[config.mk]
export PLATFORM = sky130hd
export DESIGN_NAME = button_debounce_flat
export DESIGN_NICKNAME = d
export VERILOG_FILES = /design/src/rtl/button_debounce_if.sv /design/src/rtl/button_debounce.sv /design/src/flat_wrapper.sv
export SDC_FILE = /design/constraint.sdc
export NUM_CORES = 1
export LEC_CHECK = 0
export CORE_ASPECT_RATIO = 0.8
export CORE_MARGIN = 2
export CORE_UTILIZATION = 59
export DETAILED_ROUTE_END_ITERATION = 8
export GPL_TIMING_DRIVEN = 1
export PLACE_DENSITY = 0.72
export RECOVER_POWER = 100
export SYNTH_ARGS = -nofsm -noshare
export SYNTH_HDL_FRONTEND = slang
export SYNTH_SLANG_ARGS = --single-unit
[constraint.sdc]
create_clock -name sys_clk -period 3.8 [get_ports sys_clk]
set_input_delay 0.76 -clock sys_clk [delete_from_list [all_inputs] [get_ports sys_clk]]
set_output_delay 0.76 -clock sys_clk [all_outputs]
set_load 0.03 [all_outputs]
[src/rtl/button_debounce_if.sv]
// Push-button strobe bundle: raw key pin in, debounced level and control strobes out.
// The debouncer drives it through master; consumers (LED blinker, timer) attach as slave.
interface button_debounce_if;
    logic key_in;
    logic key_level;
    logic press_pulse;
    logic release_pulse;
    logic long_press_pulse;
    logic toggle_state;

    modport master (
        input  key_in,
        output key_level,
        output press_pulse,
        output release_pulse,
        output long_press_pulse,
        output toggle_state
    );

    modport slave (
        output key_in,
        input  key_level,
        input  press_pulse,
        input  release_pulse,
        input  long_press_pulse,
        input  toggle_state
    );
endinterface

[src/rtl/button_debounce.sv]
// Debounces a raw asynchronous push-button into a clean level and registered
// one-cycle press / release / long-press strobes plus a press-toggled state bit.
module button_debounce #(
    parameter int unsigned DEBOUNCE_CYCLES   = 1_000_000,
    parameter int unsigned LONG_PRESS_CYCLES = 50_000_000,
    parameter bit          ACTIVE_LOW        = 1'b1
) (
    input  logic              sys_clk,
    input  logic              rst_n,
    button_debounce_if.master btn
);

    typedef enum logic [1:0] {
        IDLE         = 2'd0,
        PRESS_WAIT   = 2'd1,
        PRESSED      = 2'd2,
        RELEASE_WAIT = 2'd3
    } state_t;

    localparam logic [31:0] DB_TERM   = DEBOUNCE_CYCLES - 32'd1;
    localparam logic [31:0] HOLD_TERM = LONG_PRESS_CYCLES - 32'd1;

    state_t      state;
    state_t      state_nxt;

    logic        key_raw;
    logic        key_sync_p0;
    logic        key_sync_p1;
    logic        sync;

    logic [31:0] cnt;
    logic [31:0] cnt_nxt;
    logic [31:0] hold_cnt;
    logic [31:0] hold_cnt_nxt;
    logic        long_done;
    logic        long_done_nxt;
    logic        db_done;

    logic        key_level;
    logic        key_level_nxt;
    logic        toggle_state;
    logic        toggle_state_nxt;
    logic        press_pulse;
    logic        press_pulse_nxt;
    logic        release_pulse;
    logic        release_pulse_nxt;
    logic        long_press_pulse;
    logic        long_press_pulse_nxt;

    // Normalise polarity so the rest of the block always treats 1 as pressed.
    assign key_raw = btn.key_in ^ ACTIVE_LOW;

    // Stage p0 -> p1: two-flop synchronizer for the asynchronous pin.
    always_ff @(posedge sys_clk) begin
        if (!rst_n) begin
            key_sync_p0 <= 1'b0;
            key_sync_p1 <= 1'b0;
        end else begin
            key_sync_p0 <= key_raw;
            key_sync_p1 <= key_sync_p0;
        end
    end

    assign sync    = key_sync_p1;
    assign db_done = (cnt == DB_TERM);

    always_ff @(posedge sys_clk) begin
        if (!rst_n) begin
            state <= IDLE;
        end else begin
            state <= state_nxt;
        end
    end

    always_comb begin
        state_nxt = state;
        case (state)
            IDLE: begin
                if (sync) state_nxt = PRESS_WAIT;
            end
            PRESS_WAIT: begin
                if (!sync)        state_nxt = IDLE;
                else if (db_done) state_nxt = PRESSED;
            end
            PRESSED: begin
                if (!sync) state_nxt = RELEASE_WAIT;
            end
            RELEASE_WAIT: begin
                if (sync)         state_nxt = PRESSED;
                else if (db_done) state_nxt = IDLE;
            end
            default: state_nxt = IDLE;
        endcase
    end

    always_comb begin
        cnt_nxt              = cnt;
        hold_cnt_nxt         = hold_cnt;
        long_done_nxt        = long_done;
        key_level_nxt        = key_level;
        toggle_state_nxt     = toggle_state;
        press_pulse_nxt      = 1'b0;
        release_pulse_nxt    = 1'b0;
        long_press_pulse_nxt = 1'b0;

        case (state)
            IDLE: begin
                if (sync) cnt_nxt = 32'd0;
            end
            PRESS_WAIT: begin
                if (sync) begin
                    if (db_done) begin
                        key_level_nxt    = 1'b1;
                        press_pulse_nxt  = 1'b1;
                        toggle_state_nxt = ~toggle_state;
                        hold_cnt_nxt     = 32'd0;
                        long_done_nxt    = 1'b0;
                    end else begin
                        cnt_nxt = cnt + 32'd1;
                    end
                end
            end
            PRESSED: begin
                if (!sync) cnt_nxt = 32'd0;
            end
            RELEASE_WAIT: begin
                if (!sync) begin
                    if (db_done) begin
                        key_level_nxt     = 1'b0;
                        release_pulse_nxt = 1'b1;
                    end else begin
                        cnt_nxt = cnt + 32'd1;
                    end
                end
            end
            default: ;
        endcase

        // Hold timer runs through release bounces; an accepted release pre-empts the long-press strobe.
        if ((state == PRESSED || state == RELEASE_WAIT) && !release_pulse_nxt && !long_done) begin
            if (hold_cnt == HOLD_TERM) begin
                long_press_pulse_nxt = 1'b1;
                long_done_nxt        = 1'b1;
            end else begin
                hold_cnt_nxt = hold_cnt + 32'd1;
            end
        end
    end

    always_ff @(posedge sys_clk) begin
        if (!rst_n) begin
            cnt              <= 32'd0;
            hold_cnt         <= 32'd0;
            long_done        <= 1'b0;
            key_level        <= 1'b0;
            toggle_state     <= 1'b0;
            press_pulse      <= 1'b0;
            release_pulse    <= 1'b0;
            long_press_pulse <= 1'b0;
        end else begin
            cnt              <= cnt_nxt;
            hold_cnt         <= hold_cnt_nxt;
            long_done        <= long_done_nxt;
            key_level        <= key_level_nxt;
            toggle_state     <= toggle_state_nxt;
            press_pulse      <= press_pulse_nxt;
            release_pulse    <= release_pulse_nxt;
            long_press_pulse <= long_press_pulse_nxt;
        end
    end

    assign btn.key_level        = key_level;
    assign btn.press_pulse      = press_pulse;
    assign btn.release_pulse    = release_pulse;
    assign btn.long_press_pulse = long_press_pulse;
    assign btn.toggle_state     = toggle_state;

    a_press_release_exclusive : assert property (
        @(posedge sys_clk) disable iff (!rst_n) !(press_pulse && release_pulse)
    );

endmodule

[src/flat_wrapper.sv]
// flat-port wrapper written by rule: the top's interface ports become plain ports
module button_debounce_flat 
#(
    parameter int unsigned DEBOUNCE_CYCLES   = 1_000_000,
    parameter int unsigned LONG_PRESS_CYCLES = 50_000_000,
    parameter bit          ACTIVE_LOW        = 1'b1
)
  (sys_clk, rst_n, btn_key_in, btn_key_level, btn_press_pulse, btn_release_pulse, btn_long_press_pulse, btn_toggle_state);
  button_debounce_if btn_i ();
  input  logic sys_clk;
  input  logic rst_n;
  input wire logic [$bits(btn_i.key_in)-1:0] btn_key_in;
  output wire logic [$bits(btn_i.key_level)-1:0] btn_key_level;
  output wire logic [$bits(btn_i.press_pulse)-1:0] btn_press_pulse;
  output wire logic [$bits(btn_i.release_pulse)-1:0] btn_release_pulse;
  output wire logic [$bits(btn_i.long_press_pulse)-1:0] btn_long_press_pulse;
  output wire logic [$bits(btn_i.toggle_state)-1:0] btn_toggle_state;
  assign btn_i.key_in = btn_key_in;
  assign btn_key_level = btn_i.key_level;
  assign btn_press_pulse = btn_i.press_pulse;
  assign btn_release_pulse = btn_i.release_pulse;
  assign btn_long_press_pulse = btn_i.long_press_pulse;
  assign btn_toggle_state = btn_i.toggle_state;
  button_debounce #(.DEBOUNCE_CYCLES(DEBOUNCE_CYCLES), .LONG_PRESS_CYCLES(LONG_PRESS_CYCLES), .ACTIVE_LOW(ACTIVE_LOW)) u_core (.sys_clk(sys_clk), .rst_n(rst_n), .btn(btn_i));
endmodule
### Word level (Yosys, flattened, before mapping)

Index checks and enable logic that the tools add are counted.

| word-level totals | value |
|---|---|
| register bits after elaboration | 74 |
| output and inout port bits | 5 |

| operators by class | value |
|---|---|
| add/subtract/negate cells | 2 |
| equal/unequal tests | 13 |
| multiplexer cells | 32 |
| bitwise logic cells | 2 |
| reductions and logical operators | 13 |

Operators by type and width:

| cell | count |
|---|---|
| $mux W32 | 10 |
| $pmux W32 S4 | 1 |
| $add A32 B1 Y32 const B | 2 |
| $eq A32 B20 Y1 const B | 1 |
| $eq A32 B26 Y1 const B | 1 |
| $mux W1 | 13 |
| $mux W2 | 6 |
| $ne A2 B1 Y1 const B | 4 |
| $pmux W2 S4 | 1 |
| $reduce_and A4 Y1 | 2 |
| $reduce_and A3 Y1 | 2 |
| $reduce_and A5 Y1 | 1 |
| $eq A2 B2 Y1 const B | 2 |
| $ne A2 B2 Y1 const B | 2 |
| $ne A3 B1 Y1 const B | 1 |
| $ne A3 B3 Y1 const B | 1 |
| $eq A2 B1 Y1 const B | 1 |
| $logic_and A1 B1 Y1 | 2 |
| $logic_not A1 Y1 | 2 |
| $logic_not A2 Y1 | 1 |
| $not A1 Y1 | 2 |
| $pmux W1 S2 | 1 |
| $reduce_and A2 Y1 | 1 |
| $reduce_bool A2 Y1 | 1 |
| $logic_or A1 B1 Y1 | 1 |

### Logic depth before layout (Yosys ltp)

| logic depth | value |
|---|---|
| depth in word-level cells | 8 |
| depth in mapped cells | 8 |
| gate-level depth less buffers | 6 |

### Worst setup path after synthesis

No wires, ideal clock.

| timing | value |
|---|---|
| path type | input to register |
| start | in rst_n |
| end | reg u_core.hold_cnt[2] |
| arrival | 1.896 ns |
| data required time | 3.699 ns |
| path slack | 1.803 ns |
| stages | 6 |
| buffers on the path | 2 |
| path through | clkbuf_1 > inv_1 > a31oi_1 > clkbuf_1 > o311ai_0 > o41ai_1 |

RTL lines:

| element | RTL line | text |
|---|---|---|
| start: declaration | flat_wrapper.sv:11 | `input logic rst_n;` |
| end signal: assignment | button_debounce.sv:162 | `hold_cnt <= hold_cnt_nxt;` |
| end: declaration | button_debounce.sv:33 | `logic [31:0] hold_cnt;` |

### Worst setup path after layout

| timing | value |
|---|---|
| start | reg u_core.hold_cnt[0] |
| end | reg u_core.hold_cnt[28] |

| on the way | value |
|---|---|
| cells in the longest elaborated chain, start to end | 3 |
| elaborated cells on any way between the ends | 4 |
| classes of those cells | add/sub (1); eq/ne (1); mux (2) |

RTL lines:

| element | RTL line | text |
|---|---|---|
| $add A32 B1 Y32 or $eq A32 B26 Y1 (tied branches) | button_debounce.sv:145, button_debounce.sv:141 |  |
| $mux W32 (*) | button_debounce.sv:141 | `if (hold_cnt == HOLD_TERM) begin` |
| $mux W32 (*) | button_debounce.sv:140 | `if ((state == PRESSED \|\| state == RELEASE_WAIT) && !release_pulse_nxt && !long_done) begin` |

Every way passes the cells marked *; elsewhere a longest branch is shown, timed or not.
A chain may end at the register's enable or synchronous reset.

==> flow_metrics.tcl <==
set metrics [dict create \
    status "finished clean" \
    grt_pass1_wl_um 14100 \
    syn_to_final_growth_pct 8.72 \
    synthDistinctLibCells 53 \
    ys_seq_elements 74 \
    worstHoldPathType "reg -> reg" \
    layout.nets 439 \
    synth_compound_area_frac 0.156 \
    max_slew.worst_pin.slew_ns 1.20 \
    synth_warnings 0 \
    fin_util 0.675 \
    cts_tree "built" \
    die_w_um 92.9 \
    initial_core_util 0.621 \
    ant_nets 0 \
    route.detailed.drc 0 \
    die_area_um2 6980 \
    critPathArrivalTime_ns 3.15 \
    pin_count 8 \
    end_kind "flip-flop" \
    viasPerCell 6.44 \
    grt_pass1_vias 2986 \
    power_density_nw_per_um2 385 \
    antenna_found_initial 0 \
    coreArea_um2 6010 \
    num_vias 3347 \
    grt_util_all_layers 0.255 \
    cp_max_fo 7 \
    synthAdderAreaFrac 0.00671 \
    h-tree-depth 3 \
    synth_edf_count 0 \
    setup_viol 0 \
    path_class "reg -> reg" \
    clk_latency_ns 0.35 \
    grt_start_max_net_pins 50 \
    cp_slowest_cell "nor4_1" \
    fin_setup_tns_ns 0 \
    cts_buffers 9 \
    async_flop_share 0 \
    drtIter0Drc 250 \
    drtPass1Iterations 5 \
    cts_root_buf "clkbuf_8" \
    syn_avg_cell_area_um2 8.61 \
    required_ns 4.07 \
    die_y_um 75.1 \
    antenna_cells 0 \
    dp_hpwl_um 5680 \
    drive_above_1_share 0.0729 \
    core.rowCount 25 \
    synthMuxAreaShare 0.0188 \
    vdd_drop_max_uv 280 \
    fill_cells 515 \
    cts_setup_buffers 0 \
    routed_wl_um 8350 \
    yosys.area_share.xor_xnor 0.0607 \
    netlist_area_um2 3730 \
    synth_top_family_by_area "simple AND/OR/NAND/NOR gates" \
    ctsResizeCount 0 \
    max_stage_delay_ns 0.93 \
    fin_worst_skew_ns 0.00963 \
    max_freq_mhz 348 \
    post_drt_wl_per_cell_um 16.1 \
    slew_viol_final 0 \
    cts.sinks 74 \
    ys_seq_area_frac 0.397 \
    clock_tree.buffer_depth 2 \
    start_kind "flip-flop" \
    final_hold_viol_count 0 \
    yosys.area_share.simple 0.320 \
    drv_cap 0 \
    post-route-period-util 0.756 \
    hold_buffers 0 \
    rsz0062_at_grt "no" \
    port_buffers 7 \
    routabilityCongestion 0.848 \
    overflow 0 \
    timing.critical_path.cells "ha_1 -> nand3_1 -> nor4_1 -> nand2_1 -> or4_1 -> a21oi_1" \
    p_leak_nw 1.29 \
    clk_pin_slew_ns 0.08 \
    syn-num-nets 438 \
    synth_flop_cell "dfxtp_1" \
    min_period_ns 2.87 \
    syn_inst 433 \
    relSlewSlack 0.201 \
]
## cells by family after synthesis
kind of cell,after synthesis
DFF,74
xor gates and xnor gates,25
muxes,7
buffers and inverters,31
and+or+nand+nor,206
adders and majority gates,2
AOI/OAI and AO/OA,88
## worst max-delay path, delay by kind of cell, from the launching register on
family	cells	cell delay, ns
compound gates	1	0.15
fa+ha+maj	1	0.22
flops	1	0.38
simple gates	4	2.06
## cell usage after synthesis (all sizes together) (9+ instances only)
| cell | instances | area share |
|---|---|---|
| xnor2 | 12 | 0.028 |
| or3 | 10 | 0.017 |
| nor3 | 9 | 0.013 |
| buf | 12 | 0.021 |
| a21oi | 28 | 0.038 |
| nor4 | 14 | 0.029 |
| inv | 11 | 0.011 |
| nor2 | 36 | 0.036 |
| o21ai | 13 | 0.017 |
| o31ai | 15 | 0.030 |
| dfxtp | 74 | 0.40 |
| xor2 | 13 | 0.033 |
| and3 | 12 | 0.020 |
| nand4 | 26 | 0.045 |
| nand3 | 29 | 0.040 |
| nand2 | 27 | 0.027 |
| or4 | 16 | 0.032 |
## state kept, by name (all words and copies together) (netlist names), named ones only
| register | cells |
|---|---|
| u_core.long_done | 1 |
| u_core.key_sync_p0 | 1 |
| u_core.cnt | 32 |
| u_core.btn.toggle_state | 1 |
| u_core.state | 1 |
| u_core.btn.long_press_pulse | 1 |
| u_core.btn.press_pulse | 1 |
| u_core.btn.key_level | 1 |
| u_core.btn.release_pulse | 1 |
| u_core.key_sync_p1 | 1 |
| u_core.hold_cnt | 32 |
## metrics by stage
stage / total power, mW / instances / worst slack, ns / hold WS (ns) / area, µm²
2_1_floorplan: 0.817 / 433 / 1.80 / 0.412 / 3730
3_3_place_gp: 0.825 / 504 / 1.27 / 0.449 / 3820
3_5_place_dp: 0.826 / 504 / 1.18 / 0.443 / 3820
4_1_cts: 1.58 / 520 / 1.32 / 0.459 / 4080
5_1_grt: 1.61 / 520 / 0.850 / 0.496 / 4050
6_report: 1.56 / 520 / 0.925 / 0.462 / 4050
## final cells by class
type / count / area (µm²) / area share
clock inverter: 5 / 100 / 0.0247
timing repair buffer: 10 / 88.8 / 0.0219
clock buffer: 11 / 151 / 0.0373
sequential: 74 / 1480 / 0.365
multi-input combinational: 328 / 2090 / 0.515
inverter: 11 / 41.3 / 0.0102
tap: 81 / 101 / 0.0250
## power breakdown
group / switching [mW] / total (mW) / internal, mW
combinational: 0.0213 / 0.0274 / 0.00612
sequential: 0.00225 / 0.779 / 0.777
clock: 0.285 / 0.755 / 0.470
## path summary, 6_finish.rpt
check,cells past startpoint,startpoint,to,slack [ns]
worst min register to register,1,u_core.long_done,u_core.long_done,0.46
worst min-delay path,1,u_core.long_done,u_core.long_done,0.46
worst max-delay path,6,u_core.hold_cnt[0],u_core.hold_cnt[28],0.93
worst max register to register,6,u_core.hold_cnt[0],u_core.hold_cnt[28],0.93
## metal layers
layer / track usage / vias up / wire length [µm]
met5: 0 / - / 0
met4: 0.0605 / 0 / 54
met3: 0.0701 / 6 / 530
met2: 0.379 / 105 / 3530
met1: 0.370 / 1591 / 4240
li1: - / 1645 / -
## layout by cell type, fill, tap and decap left out, types with 5 or more instances in the layout
cell,instances
clkbuf_8,11
and3_1,12
or3_1,10
and4_1,5
dlygate4sd3_1,6
nor4b_1,5
a21oi_1,28
xnor2_1,12
nor2_1,36
dfxtp_1,74
or4_1,16
nor3_1,8
inv_1,11
nor4_1,12
xor2_1,13
nand3_1,29
nand4_1,25
nand2b_1,5
o31ai_1,15
nand2_1,27
o21ai_0,12
mux2i_1,7
No activity file was read; power rests on OpenSTA's default activity.
